$ cat config.mk
export PLATFORM = sky130hd
export DESIGN_NAME = ram_fifo_mover_flat
export DESIGN_NICKNAME = d
export VERILOG_FILES = /design/src/rtl/ram_fifo_mover_if.sv /design/src/rtl/ram_fifo_mover.sv /design/src/flat_wrapper.sv
export SDC_FILE = /design/constraint.sdc
export NUM_CORES = 1
export LEC_CHECK = 0
export ABC_AREA = 1
export CORE_UTILIZATION = 55
export DETAILED_ROUTE_END_ITERATION = 16
export HOLD_SLACK_MARGIN = 0.08
export PLACE_DENSITY_LB_ADDON = 0.3
export RECOVER_POWER = 25
export SLEW_MARGIN = 15
export SYNTH_ARGS = -nofsm -noshare
export SYNTH_HDL_FRONTEND = slang
export SYNTH_SLANG_ARGS = --single-unit
$ cat constraint.sdc
create_clock -name clock -period 2.1 [get_ports clock]
set_input_delay 0.315 -clock clock [delete_from_list [all_inputs] [get_ports clock]]
set_output_delay 0.315 -clock clock [all_outputs]
set_load 0.02 [all_outputs]
$ cat src/rtl/ram_fifo_mover_if.sv
// RAM read port plus FIFO write port seen by the mover; master = mover side, slave = RAM/FIFO side.
// Pure wiring bundle: no latency, and backpressure is the slave's fifo_full.
interface ram_fifo_mover_if #(
    parameter int DATA_W = 16,
    parameter int ADDR_W = 5
);
    logic [ADDR_W-1:0] ram_addr;
    logic              ram_rden;
    logic [DATA_W-1:0] ram_data_in;
    logic [DATA_W-1:0] fifo_data_out;
    logic              fifo_wrreq;
    logic              fifo_full;

    modport master (
        output ram_addr,
        output ram_rden,
        output fifo_data_out,
        output fifo_wrreq,
        input  ram_data_in,
        input  fifo_full
    );

    modport slave (
        input  ram_addr,
        input  ram_rden,
        input  fifo_data_out,
        input  fifo_wrreq,
        output ram_data_in,
        output fifo_full
    );
endinterface

$ cat src/rtl/ram_fifo_mover.sv
// Copies a BURST_LEN-word burst from RAM into a FIFO on a timer, manual or continuous trigger.
// RAM_LATENCY+2 cycles per word; holds in WRITE while fifo_full, dropped triggers raise sticky overrun.
module ram_fifo_mover #(
    parameter int CLK_FREQ      = 50000000,
    parameter int UPDATE_PERIOD = 1500,
    parameter int DATA_W        = 16,
    parameter int ADDR_W        = 5,
    parameter int BURST_LEN     = 32,
    parameter int BASE_ADDR     = 0,
    parameter int RAM_LATENCY   = 1,
    parameter int MODE          = 0
) (
    input  logic               clock,
    input  logic               rst,
    input  logic               enable,
    input  logic               start,
    ram_fifo_mover_if.master   bus,
    output logic               busy,
    output logic               burst_done,
    output logic               overrun
);

    localparam logic [63:0] PERIOD_TICKS = (64'(CLK_FREQ) / 64'd1000) * 64'(UPDATE_PERIOD);
    localparam int          TMR_W        = $clog2(PERIOD_TICKS);
    localparam logic [TMR_W-1:0]  TMR_LAST  = TMR_W'(PERIOD_TICKS - 64'd1);
    localparam logic [ADDR_W-1:0] BASE      = ADDR_W'(BASE_ADDR);
    localparam logic [ADDR_W-1:0] IDX_LAST  = ADDR_W'(BURST_LEN - 1);
    localparam logic [2:0]        LAT_LOAD  = 3'(RAM_LATENCY);

    typedef enum logic [2:0] {
        S_IDLE,
        S_READ,
        S_WAIT,
        S_WRITE,
        S_DONE
    } state_t;

    state_t              state_q, state_d;
    logic [TMR_W-1:0]    tmr_q,   tmr_d;
    logic [ADDR_W-1:0]   addr_q,  addr_d;
    logic [ADDR_W-1:0]   idx_q,   idx_d;
    logic [2:0]          lat_q,   lat_d;
    logic [DATA_W-1:0]   dat_q,   dat_d;
    logic                rden_q,  rden_d;
    logic                wrreq_q, wrreq_d;
    logic                busy_q,  busy_d;
    logic                done_q,  done_d;
    logic                ovr_q,   ovr_d;

    logic                tick;
    logic                trig_req;
    logic                auto_trig;

    // Free-running period timer; parked at zero while disabled or in continuous mode.
    always_comb begin
        tick  = 1'b0;
        tmr_d = '0;
        if (MODE == 0 && enable) begin
            if (tmr_q == TMR_LAST) begin
                tick = 1'b1;
            end else begin
                tmr_d = tmr_q + TMR_W'(1);
            end
        end
    end

    assign trig_req  = enable & (tick | start);
    assign auto_trig = (MODE == 1) && enable;

    always_comb begin
        state_d = state_q;
        addr_d  = addr_q;
        idx_d   = idx_q;
        lat_d   = lat_q;
        dat_d   = dat_q;
        rden_d  = 1'b0;
        wrreq_d = 1'b0;
        busy_d  = busy_q;
        done_d  = 1'b0;
        // busy_q also covers the DONE cycle, so a trigger there is dropped too.
        ovr_d   = ovr_q | (busy_q & trig_req);

        case (state_q)
            S_IDLE: begin
                if (trig_req || auto_trig) begin
                    addr_d  = BASE;
                    idx_d   = '0;
                    busy_d  = 1'b1;
                    rden_d  = 1'b1;
                    state_d = S_READ;
                end
            end
            S_READ: begin
                lat_d   = LAT_LOAD;
                state_d = S_WAIT;
            end
            S_WAIT: begin
                lat_d = lat_q - 3'd1;
                // Last wait cycle: the RAM word for this address is on ram_data_in now.
                if (lat_q == 3'd1) begin
                    dat_d   = bus.ram_data_in;
                    state_d = S_WRITE;
                end
            end
            S_WRITE: begin
                if (!bus.fifo_full) begin
                    wrreq_d = 1'b1;
                    addr_d  = addr_q + ADDR_W'(1);
                    if (idx_q == IDX_LAST) begin
                        done_d  = 1'b1;
                        state_d = S_DONE;
                    end else begin
                        idx_d   = idx_q + ADDR_W'(1);
                        rden_d  = 1'b1;
                        state_d = S_READ;
                    end
                end
            end
            S_DONE: begin
                busy_d  = 1'b0;
                state_d = S_IDLE;
            end
            default: begin
                state_d = S_IDLE;
                busy_d  = 1'b0;
            end
        endcase
    end

    always_ff @(posedge clock or posedge rst) begin
        if (rst) begin
            state_q <= S_IDLE;
            tmr_q   <= '0;
            addr_q  <= BASE;
            idx_q   <= '0;
            lat_q   <= '0;
            dat_q   <= '0;
            rden_q  <= 1'b0;
            wrreq_q <= 1'b0;
            busy_q  <= 1'b0;
            done_q  <= 1'b0;
            ovr_q   <= 1'b0;
        end else begin
            state_q <= state_d;
            tmr_q   <= tmr_d;
            addr_q  <= addr_d;
            idx_q   <= idx_d;
            lat_q   <= lat_d;
            dat_q   <= dat_d;
            rden_q  <= rden_d;
            wrreq_q <= wrreq_d;
            busy_q  <= busy_d;
            done_q  <= done_d;
            ovr_q   <= ovr_d;
        end
    end

    assign bus.ram_addr      = addr_q;
    assign bus.ram_rden      = rden_q;
    assign bus.fifo_data_out = dat_q;
    assign bus.fifo_wrreq    = wrreq_q;
    assign busy              = busy_q;
    assign burst_done        = done_q;
    assign overrun           = ovr_q;

endmodule

$ cat src/flat_wrapper.sv
// flat-port wrapper written by rule: the top's interface ports become plain ports
module ram_fifo_mover_flat 
#(
    parameter int CLK_FREQ      = 50000000,
    parameter int UPDATE_PERIOD = 1500,
    parameter int DATA_W        = 16,
    parameter int ADDR_W        = 5,
    parameter int BURST_LEN     = 32,
    parameter int BASE_ADDR     = 0,
    parameter int RAM_LATENCY   = 1,
    parameter int MODE          = 0
)
  (clock, rst, enable, start, busy, burst_done, overrun, bus_ram_addr, bus_ram_rden, bus_fifo_data_out, bus_fifo_wrreq, bus_ram_data_in, bus_fifo_full);
  ram_fifo_mover_if #(.DATA_W(DATA_W), .ADDR_W(ADDR_W)) bus_i ();
  input  logic clock;
  input  logic rst;
  input  logic enable;
  input  logic start;
  output logic busy;
  output logic burst_done;
  output logic overrun;
  output wire logic [$bits(bus_i.ram_addr)-1:0] bus_ram_addr;
  output wire logic [$bits(bus_i.ram_rden)-1:0] bus_ram_rden;
  output wire logic [$bits(bus_i.fifo_data_out)-1:0] bus_fifo_data_out;
  output wire logic [$bits(bus_i.fifo_wrreq)-1:0] bus_fifo_wrreq;
  input wire logic [$bits(bus_i.ram_data_in)-1:0] bus_ram_data_in;
  input wire logic [$bits(bus_i.fifo_full)-1:0] bus_fifo_full;
  assign bus_ram_addr = bus_i.ram_addr;
  assign bus_ram_rden = bus_i.ram_rden;
  assign bus_fifo_data_out = bus_i.fifo_data_out;
  assign bus_fifo_wrreq = bus_i.fifo_wrreq;
  assign bus_i.ram_data_in = bus_ram_data_in;
  assign bus_i.fifo_full = bus_fifo_full;
  ram_fifo_mover #(.CLK_FREQ(CLK_FREQ), .UPDATE_PERIOD(UPDATE_PERIOD), .DATA_W(DATA_W), .ADDR_W(ADDR_W), .BURST_LEN(BURST_LEN), .BASE_ADDR(BASE_ADDR), .RAM_LATENCY(RAM_LATENCY), .MODE(MODE)) u_core (.clock(clock), .rst(rst), .enable(enable), .start(start), .bus(bus_i), .busy(busy), .burst_done(burst_done), .overrun(overrun));
endmodule
==> out/metrics.yaml <==
place.gp.congestion: 0.879
max_freq_mhz: 551
hold_violations: 0
synthesis.area_um2: 3350
timing.critical_path.to_type: "flop"
maxSlewViolCount: 0
ys_top_cells_by_area: "dfrtp_1, nand2_1, nor2_1"
ctsRootBufferMaster: "clkbuf_8"
clock_tree_from_tritoncts: "yes"
number_of_clock_buffers_inserted_by_tritoncts: 9
r2r_end: "u_core.idx_q[2]"
path_class: "flop to flop"
setup_repair_after_global_routing_missed_its_margin: "no"
run_status: "finished clean"
io_pins: 47
largest_net_degree_at_the_start_of_global_routing: 33
design.die.area_um2: 6410
synth_top_area_cell: "dfrtp_1"
worst-slew-pin-transition_ps: 784
count_of_distinct_cell_types_in_the_synthesized_netlist: 36
yosys.area.top_type_share_pct: 47.8
drt_pass1_iterations: 4
areaGrowthSynthToFinish_pct: 21.5
setup-tns-final_ps: 0
critical_path_cell_count: 9
nNetsFinal: 481
setup_viol_count_final: 0
remaining_drc_errors: 0
multi_input_comb_area_um2: 1540
place_ws_ps: 306
detailedPlacementHpwl_um: 5290
lkg_pwr_uw: 0.00180
grt_first_pass_wirelength_um: 12200
area.sequential_um2: 1600
global_route.usage.total_pct: 25.5
slew_headroom_pct: 47.7
powerDensity_nw_per_um2: 1010
post-cts-setup-buffer-count: 0
critPathLaunchType: "flop"
wire_length_per_cell_um: 13.4
worstSkewPairLatency_ps: 350
drt_wl_total_um: 7170
antenna_found_initial: 0
grt_pass1_vias: 2812
grt_overflow: 0
hold_class: "flop to flop"
routed_via_density: 5.29
syn-instance-count: 397
post-route-min-period_ps: 1810
n_fill_cell: 497
crit_path_end: "u_core.idx_q[2]"
synth_warnings: 0
timing.critical_path.cells: "ha_1 > nand3_4 > nor3_1 > nand2_1 > nand2_2 > nand3_2 > nand2_2 > nand2_1 > nand2_1"
post_route_clock_period_utilization_pct: 86.4
floorplan.die.width_um: 80.0
fin_total_pwr_uw: 4120
power.ir.vdd_worst_mv: 0.805
clock_transition_at_the_registers_of_the_reported_paths_ps: 70
drv_cap: 0
critical_path.most_common_cell: "nand2_1"
fin_ws_ps: 285
crit_path_max_fanout: 8
timing.reg2reg.setup_slack_ps: 290
drtIter0Drc: 176
critical_path_top_delay_cell: "dfrtp_1"
via_count: 2827
max-clock-path-buffers: 2
clkSinkCount: 64
worst_path_dominant_cell_family: "simple AND/OR/NAND/NOR gates"
synth-seq-cells: 64
post_route_cells_drive_above_1_share_pct: 12.0
clock_skew_ps: 5.93
cts_hold_repair.buffers: 0
crit_required_ps: 2390
syn-mean-instance-area_um2: 8.44
antenna_violating_nets_post_route: 0
critical_path_arrival_ps: 2100
crit_path_start: "u_core.tmr_q[0]"
worst_path_largest_cell_delay_ps: 390
worst_reg_to_reg_path_cell_count: 9
insertedDiodeCount: 0
die_height_um: 80.0
synth-seq-area-share_pct: 47.8
htree_levels: 3
core_um2: 5890
initial_utilization_pct: 56.9
std_cell_rows: 28
startpoint_of_the_most_critical_register_to_register_path: "u_core.tmr_q[0]"
cp.buffers_inverters: 0
synthesis.nets: 424
cts.repair.resized: 0
placement.io_buffers: 46
## report_power, final
| part | switching (µW) | internal, µW |
|---|---|---|
| combinational | 823 | 706 |
| clock | 490 | 421 |
| sequential | 170 | 1510 |
| total | 1480 | 2630 |
## flip-flops by register name, indices dropped and copies added (netlist names), 3 cells and up
register                  flops
u_core.idx_q                  5
u_core.state_q                3
u_core.bus.fifo_data_out     16
u_core.bus.ram_addr           5
u_core.tmr_q                 27
u_core.lat_q                  3
## through the flow
step	utilization [%]	instances	cell area, µm²	hold WS, ps
floorplan	-	397	3350	386
global placement	66.5	518	3910	464
detailed placement	66.5	518	3910	479
CTS	69.2	534	4080	374
global route	69.2	534	4070	513
finish	69.2	534	4070	489
## cells in the final DEF, fill, tap and decap left out, types with 2 or more instances in the layout
master / n
nand2_1: 85
dfrtp_1: 64
nor2_1: 60
clkdlybuf4s50_1: 45
inv_1: 40
nand3_1: 28
nor3_1: 17
mux2_1: 10
nand4_1: 9
clkbuf_8: 9
inv_2: 8
nand2_2: 7
a21oi_1: 7
xor2_1: 6
mux2_2: 6
ha_1: 6
nor3b_1: 4
o21ai_0: 4
xnor2_1: 4
clkinv_2: 4
nand3_2: 3
nor3_2: 3
nor2_4: 3
o21ai_1: 3
nand3_4: 2
nor4_1: 2
o21a_1: 2
buf_4: 2
clkbuf_2: 2
## layout make-up
cell class / count / area share, %
Clock buffer: 10 / 3.14
Clock inverter: 6 / 0.891
Inverter: 49 / 4.52
Multi-Input combinational cell: 280 / 37.9
Sequential cell: 64 / 39.3
Tap cell: 75 / 2.31
Timing Repair Buffer: 50 / 11.9
## synthesized netlist by cell type (all sizes together)
master	count
nand2	92
dfrtp	64
nor2	64
inv	48
nand3	33
nor3	21
mux2	16
nand4	9
a21oi	7
o21ai	7
ha	6
xor2	6
buf	4
nor3b	4
xnor2	4
nor4	2
o21a	2
a211oi	1
a21o	1
a31o	1
a31oi	1
clkinv	1
nand3b	1
o22ai	1
or2	1
## worst min-delay path by stage
stage                     slack, ps                            to                          from  cells past startpoint
after floorplan                 390             u_core.burst_done                 bus_fifo_full                      1
after global placement          460               u_core.tmr_q[0]               u_core.tmr_q[0]                      1
after detailed placement        480               u_core.tmr_q[0]               u_core.tmr_q[0]                      1
after CTS                       370               u_core.lat_q[2]                           rst                      3
after global routing            510  u_core.bus.fifo_data_out[13]  u_core.bus.fifo_data_out[13]                      1
final                           490               u_core.tmr_q[0]               u_core.tmr_q[0]                      1
## per-layer routing
layer  global-route usage (%)  routed length [µm]
met2                     41.3                3550
met3                     7.09                 393
met4                     14.1                 175
met1                     30.6                3060
met5                        0                   0
## kinds of logic after synthesis
| group | synth area share, % |
|---|---|
| compound gates | 3.62 |
| xor+xnor | 2.61 |
| fa+ha+maj | 2.24 |
| buf+inv | 6.16 |
| flops | 47.8 |
| mux | 5.38 |
| simple gates | 32.2 |
(Power assumes the default switching activity.)
